### config.mk
export PLATFORM = sky130hd
export DESIGN_NAME = instruction_fetch_unit
export DESIGN_NICKNAME = d
export VERILOG_FILES = /design/src/rtl/fetch_pkg.sv /design/src/rtl/fetch_addr_check.sv /design/src/rtl/instruction_fetch_unit.sv
export SDC_FILE = /design/constraint.sdc
export NUM_CORES = 1
export LEC_CHECK = 0
export ABC_CLOCK_PERIOD_IN_PS = 4310
export CAP_MARGIN = 15
export CORE_MARGIN = 2
export CORE_UTILIZATION = 41
export CTS_CLUSTER_DIAMETER = 100
export DETAILED_ROUTE_END_ITERATION = 16
export GPL_ROUTABILITY_DRIVEN = 1
export PLACE_DENSITY = 0.77
export SYNTH_ARGS = -nofsm -noshare
export SYNTH_HDL_FRONTEND = slang
export SYNTH_SLANG_ARGS = --single-unit
### constraint.sdc
create_clock -name clk -period 4.31 [get_ports clk]
set_clock_uncertainty 0.1 [all_clocks]
set_input_delay 0.862 -clock clk [delete_from_list [all_inputs] [get_ports clk]]
set_output_delay 0.862 -clock clk [all_outputs]
set_load 0.05 [all_outputs]
### src/rtl/fetch_pkg.sv
// Shared definitions for the instruction fetch path: FSM encoding and address stepping.
package fetch_pkg;

    localparam int unsigned WORD_BYTES = 4;
    localparam logic [31:0] PC_STEP    = 32'd4;

    typedef enum logic [1:0] {
        FS_ISSUE = 2'd0,
        FS_WAIT  = 2'd1,
        FS_HOLD  = 2'd2,
        FS_FAULT = 2'd3
    } fetch_state_t;

endpackage

### src/rtl/fetch_addr_check.sv
// Combinational legality check for a word access: aligned and inside the memory.
module fetch_addr_check
    import fetch_pkg::*;
#(
    parameter int unsigned MEM_BYTES = 256
) (
    input  logic [31:0] addr,
    output logic        legal
);

    localparam logic [31:0] LAST_WORD = 32'(MEM_BYTES - WORD_BYTES);

    assign legal = (addr[1:0] == 2'b00) && (addr <= LAST_WORD);

endmodule

### src/rtl/instruction_fetch_unit.sv
// Instruction fetch initiator: drives pc to a 1-cycle registered memory and hands
// each returned word to decode through a valid/ready handshake.
//
//   state    | meaning
//   ---------+-------------------------------------------------------------
//   FS_ISSUE | pc presented to memory, legality decided
//   FS_WAIT  | memory data for pc on instruction_in, captured at the edge
//   FS_HOLD  | instruction held for decode, next pc already being read
//   FS_FAULT | fetch halted on an illegal pc, waits for redirect or reset
module instruction_fetch_unit
    import fetch_pkg::*;
#(
    parameter logic [31:0] RESET_PC  = 32'h0000_0000,
    parameter int unsigned MEM_BYTES = 256
) (
    input  logic        clk,
    input  logic        reset,
    output logic [31:0] read_address,
    input  logic [31:0] instruction_in,
    input  logic        redirect,
    input  logic [31:0] redirect_target,
    input  logic        decode_ready,
    output logic        instr_valid,
    output logic [31:0] instr_out,
    output logic [31:0] pc_out,
    output logic        fault,
    output logic [31:0] fetch_count
);

    fetch_state_t state;
    fetch_state_t state_nxt;
    logic [31:0]  pc;
    logic         pc_legal;
    logic         capture;
    logic         accept;

    fetch_addr_check #(
        .MEM_BYTES (MEM_BYTES)
    ) u_addr_check (
        .addr  (pc),
        .legal (pc_legal)
    );

    assign read_address = pc;

    always_ff @(posedge clk or posedge reset) begin
        if (reset) begin
            state <= FS_ISSUE;
        end else begin
            state <= state_nxt;
        end
    end

    // Redirect overrides everything, including a pending accept.
    always_comb begin
        state_nxt = state;
        if (redirect) begin
            state_nxt = FS_ISSUE;
        end else begin
            case (state)
                FS_ISSUE: state_nxt = pc_legal ? FS_WAIT : FS_FAULT;
                FS_WAIT:  state_nxt = FS_HOLD;
                FS_HOLD: begin
                    if (decode_ready) begin
                        state_nxt = pc_legal ? FS_WAIT : FS_FAULT;
                    end
                end
                FS_FAULT: state_nxt = FS_FAULT;
                default:  state_nxt = FS_ISSUE;
            endcase
        end
    end

    always_comb begin
        instr_valid = 1'b0;
        fault       = 1'b0;
        capture     = 1'b0;
        accept      = 1'b0;
        case (state)
            FS_WAIT:  capture     = !redirect;
            FS_HOLD: begin
                instr_valid = 1'b1;
                accept      = decode_ready && !redirect;
            end
            FS_FAULT: fault       = 1'b1;
            default:  ;
        endcase
    end

    always_ff @(posedge clk or posedge reset) begin
        if (reset) begin
            pc          <= RESET_PC;
            instr_out   <= 32'd0;
            pc_out      <= 32'd0;
            fetch_count <= 32'd0;
        end else begin
            if (redirect) begin
                pc <= redirect_target;
            end else if (capture) begin
                pc <= pc + PC_STEP;
            end
            if (capture) begin
                instr_out <= instruction_in;
                pc_out    <= pc;
            end
            if (accept) begin
                fetch_count <= fetch_count + 32'd1;
            end
        end
    end

endmodule
Yosys cells after proc, flatten, opt, wreduce, memory -nomap -nowiden
Index checks and enable logic that the tools add are counted.
{"block": "totals", "reg_bits": 130, "elab_cells": 28, "inputBits": 68, "out_inout_bits": 130}
{"block": "classes", "n_eq_ne": 4, "add_sub_neg": 2, "order_cmp": 1, "n_mux": 10, "n_reduce_logical": 6}
{"cell": "$mux 32", "count": 2}
{"cell": "$add 32x1->32 const B", "count": 1}
{"cell": "$add 32x3->32 const B", "count": 1}
{"cell": "$le 32x8->1 const B", "count": 1}
{"cell": "$pmux 2 s4", "count": 1}
{"cell": "$mux 2", "count": 3}
{"cell": "$eq 2x2->1 const B", "count": 2}
{"cell": "$logic_not 2->1", "count": 2}
{"cell": "$mux 1", "count": 4}
{"cell": "$ne 3x3->1 const B", "count": 1}
{"cell": "$eq 2x1->1 const B", "count": 1}
{"cell": "$logic_and 1x1->1", "count": 2}
{"cell": "$reduce_bool 2->1", "count": 1}
{"cell": "$logic_not 1->1", "count": 1}

Longest topological paths before layout
{"block": "logic_depth", "word_depth": 6, "depth_mapped": 6, "ltp_nobuf": 6}

By module
A second synthesis with hierarchy kept.
{"block": "unflattened", "cells_unflattened": 491, "area_unflattened_um2": 5796.8}
{"module": "instruction_fetch_unit", "area_each_um2": 5740.5, "instances": 1, "cells_per_inst": 481}
{"module": "fetch_addr_check", "area_each_um2": 56.3, "instances": 1, "cells_per_inst": 10}

Least setup slack after synthesis
No wires, ideal clock.
{"block": "synth_timing", "path_kind": "in2reg", "startpoint": "input port redirect", "endpoint": "register fetch_count[24]", "setup_slack_ps": 1885, "arrival_time_ps": 2184, "cell_stages": 6, "cell_sequence": "and4bb_2 > clkbuf_4 > nand3_1 > nor4_4 > nand4_1 > xnor2_1"}
{"block": "synth_between", "elab_chain_len": 3}
{"element": "start, declared", "line": "instruction_fetch_unit.sv:20", "rtl": "input logic redirect,"}
{"element": "$logic_not 1->1", "line": "instruction_fetch_unit.sv:83", "rtl": "accept = decode_ready && !redirect;"}
{"element": "$logic_and 1x1->1", "line": "instruction_fetch_unit.sv:83"}
{"element": "$mux 1", "line": "instruction_fetch_unit.sv:79", "rtl": "case (state)"}
{"element": "end signal, assigned", "line": "instruction_fetch_unit.sv:107", "rtl": "fetch_count <= fetch_count + 32'd1;"}
{"element": "end, declared", "line": "instruction_fetch_unit.sv:27", "rtl": "output logic [31:0] fetch_count"}
No other way between the ends.
A chain may end at the register's enable or synchronous reset.

Final worst setup path
{"block": "layout_timing", "startpoint": "register state[0]", "endpoint": "output port instr_valid"}
{"block": "layout_between", "elab_chain_len": 2}
{"element": "start, declared", "line": "instruction_fetch_unit.sv:30", "rtl": "fetch_state_t state;"}
{"element": "start signal, assigned", "line": "instruction_fetch_unit.sv:50", "rtl": "state <= state_nxt;"}
{"element": "$eq 2x2->1", "line": "instruction_fetch_unit.sv:79"}
{"element": "$mux 1", "line": "instruction_fetch_unit.sv:79"}
{"element": "end, declared", "line": "instruction_fetch_unit.sv:23", "rtl": "output logic instr_valid,"}
No other way between the ends.

==> metrics <==
Fillers=approximately 1,100; Post-synth EDFFs=0; largest cells by area after synthesis=dfrtp_1 (58%), mux2_2 (14%), xnor2_1 (4.8%), xor2_1 (4.4%), nand2_1 (3.2%); final hold vios=0; Mapped Cells=453; r2r setup slk=around 1.8 ns; post-route clock period utilization=0.6764; Unique masters post-synth=32; hold slack=0.3795 ns; DP Cell Count=approximately 810; FFs w/ async S/R, synth=1.000; RSZ-0062 raised after global routing=no; Layout Area Growth over Synthesis=49.72%; initial antenna violation count=0; ANT nets after route=0; RePlAce Congestion=0.8300; post-route setup TNS=0 ns; most common cell after layout, fill and taps aside=clkdlybuf4s50_1; nets=a little over 700; CP Max Fanout=7; Setup CP Type=flop to output pin; yosys warns=0; commonest cells after routing, fill and taps aside=clkdlybuf4s50_1 (196), dfrtp_1 (130), mux2_2 (69); num rows=42; Synth Flop Type=dfrtp_1; I/O Buffers=197; Seq cells post-synth=between 100 and 150; Leak Pwr=~3.5 nW; startpoint class of the critical path=flop; die area=between 0.01 and 0.015 mm^2; Die H=121.3 um; post-synth top area cell=dfrtp_1; CTS max path bufs=2; synthesized area=~0.0056 mm^2; CTS sink count=130; sequential share of the synthesized area=0.5771; status=finished clean; Max-Cap Viols=0; clock-pin slew on the worst setup and hold paths=around 0.06 ns; number of diodes=0; first-pass GRT wire length=around 22,000 um; cts bufs inserted=17; crit path time final=just under 3 ns; Clock Latency Late Sink=0.41 ns; remaining global-route overflow=0; Slew @ Worst Pin=between 0.8 and 0.9 ns; area share of the largest cell type after synthesis=0.5771; Detailed Place HPWL=approximately 10,000 um; Root Buffer=clkbuf_16; non-filler cells in the finished layout=845; CP Capture Type=output pin; Fmax=between 300 and 400 MHz; via count=around 4,300; setup violators final=0; Post-Syn Area per Cell=about 12 um^2; CTS tree=built; Slew HR=0.4126; DR vias/cell=around 5.1; Worst Hold Class=flop to flop; DRC=0; die width=between 100 and 150 um; vias in the first global route=approximately 4,400; share of layout cells above drive strength 1=0.1659; Ports=198; routed length per instance=16.73 um; critical path required time=about 3.4 ns; post-route cell area=approximately 0.0084 mm^2; Core Area=~0.013 mm^2; Iter 0 DRT Violations=~220; post-CTS setup buffer count=0; Net Count, Synth=between 500 and 600; Routed WL=around 14,000 um; VDD IR max=between 300 and 400 uV; max-slew violations=0; All-Layer GR Usage=0.1964; Starting Density=0.4223; Pwr per Cell Area=between 500 and 600 mW/mm^2; # hold bufs at CTS=0; Pre-antenna DRT Iters=4; post-cts resize count=0; H-Tree Depth=4; placed cell area=slightly below 0.008 mm^2; largest net degree at the start of global routing=between 100 and 150; Worst EP arrival=1.95 ns
## area by class of cell
type                            instances  area [um^2]  area share
Tap cell                              176        220.2     0.02609
Clock inverter                         10        155.1     0.01838
Timing Repair Buffer                  200         2014      0.2387
Inverter                                4        18.77    0.002224
Clock buffer                           22        474.2     0.05619
Multi-Input combinational cell        303         2303      0.2729
Sequential cell                       130         3253      0.3855
## state kept, by name, summed over array words and instances, names as in the netlist
register      cells
fetch_count      32
instr_out        32
pc_out           32
read_address     32
state             2
## cells in the mapped netlist, types with 2 or more instances
| master | number |
|---|---|
| and3_1 | 9 |
| nor2_1 | 8 |
| nand2_1 | 48 |
| dfrtp_1 | 130 |
| nand3_1 | 20 |
| mux2_2 | 69 |
| nor3_1 | 6 |
| inv_1 | 4 |
| clkbuf_1 | 8 |
| and4_1 | 7 |
| o21ai_0 | 27 |
| nand4_1 | 20 |
| nor2b_1 | 5 |
| xor2_1 | 28 |
| and2_1 | 2 |
| nor4_1 | 8 |
| buf_2 | 7 |
| xnor2_1 | 31 |
| ha_1 | 2 |
| nor4_4 | 2 |
## critical path, cell delays in order, from the launching register on
cell and delay (ns):
dfrtp_1 0.46, and2b_1 0.24, clkdlybuf4s50_1 0.85
## path summary, 6_finish.rpt
check	from	to	depth (start not counted)
setup / recovery	state[0]$_DFFE_PP0P_	instr_valid	2
max in group asynchronous	reset	read_address[20]$_DFFE_PP0N_	3
hold / removal	fetch_count[31]$_DFFE_PP0P_	fetch_count[31]$_DFFE_PP0P_	1
setup reg to reg	read_address[2]$_DFFE_PP0N_	read_address[30]$_DFFE_PP0N_	6
min in group asynchronous	reset	instr_out[17]$_DFFE_PP0P_	2
hold reg to reg	fetch_count[31]$_DFFE_PP0P_	fetch_count[31]$_DFFE_PP0P_	1
## cell families (layout without fill, tap and decap cells)
| kind of cell | count (synthesis) | after routing | synth area share |
|---|---|---|---|
| buffers and inverters | 20 | 236 | 0.01554 |
| AOI/OAI and AO/OA | 29 | 29 | 0.02730 |
| DFF | 130 | 130 | 0.5771 |
| adders and majority gates | 2 | 2 | 0.004439 |
| muxes | 70 | 70 | 0.1396 |
| xor gates and xnor gates | 59 | 59 | 0.09168 |
| and+or+nand+nor | 143 | 143 | 0.1443 |
## report_power, final
part,leakage (nW),internal (mW),total [mW],switching [mW]
registers,1.62,1.42,1.59,0.170
clock network,0.306,1.01,1.51,0.500
logic,1.55,0.551,1.50,0.945
## through the flow
stage / util / worst slack [ns] / power (mW)
finish: 0.6323 / 1.395 / 4.599
global route: 0.6323 / 1.332 / 4.780
CTS: 0.6323 / 1.378 / 4.646
detailed placement: 0.5851 / 1.309 / 3.121
global placement: 0.5851 / 1.407 / 3.094
floorplan: - / 1.739 / 2.547
## metal layers
metal | GRT usage | share of wire
met5 | 0 | 0
met1 | 0.2387 | 0.41
met4 | 0.07687 | 0.022
met2 | 0.3290 | 0.49
met3 | 0.05780 | 0.073
No activity file was read; power rests on OpenSTA's default activity.
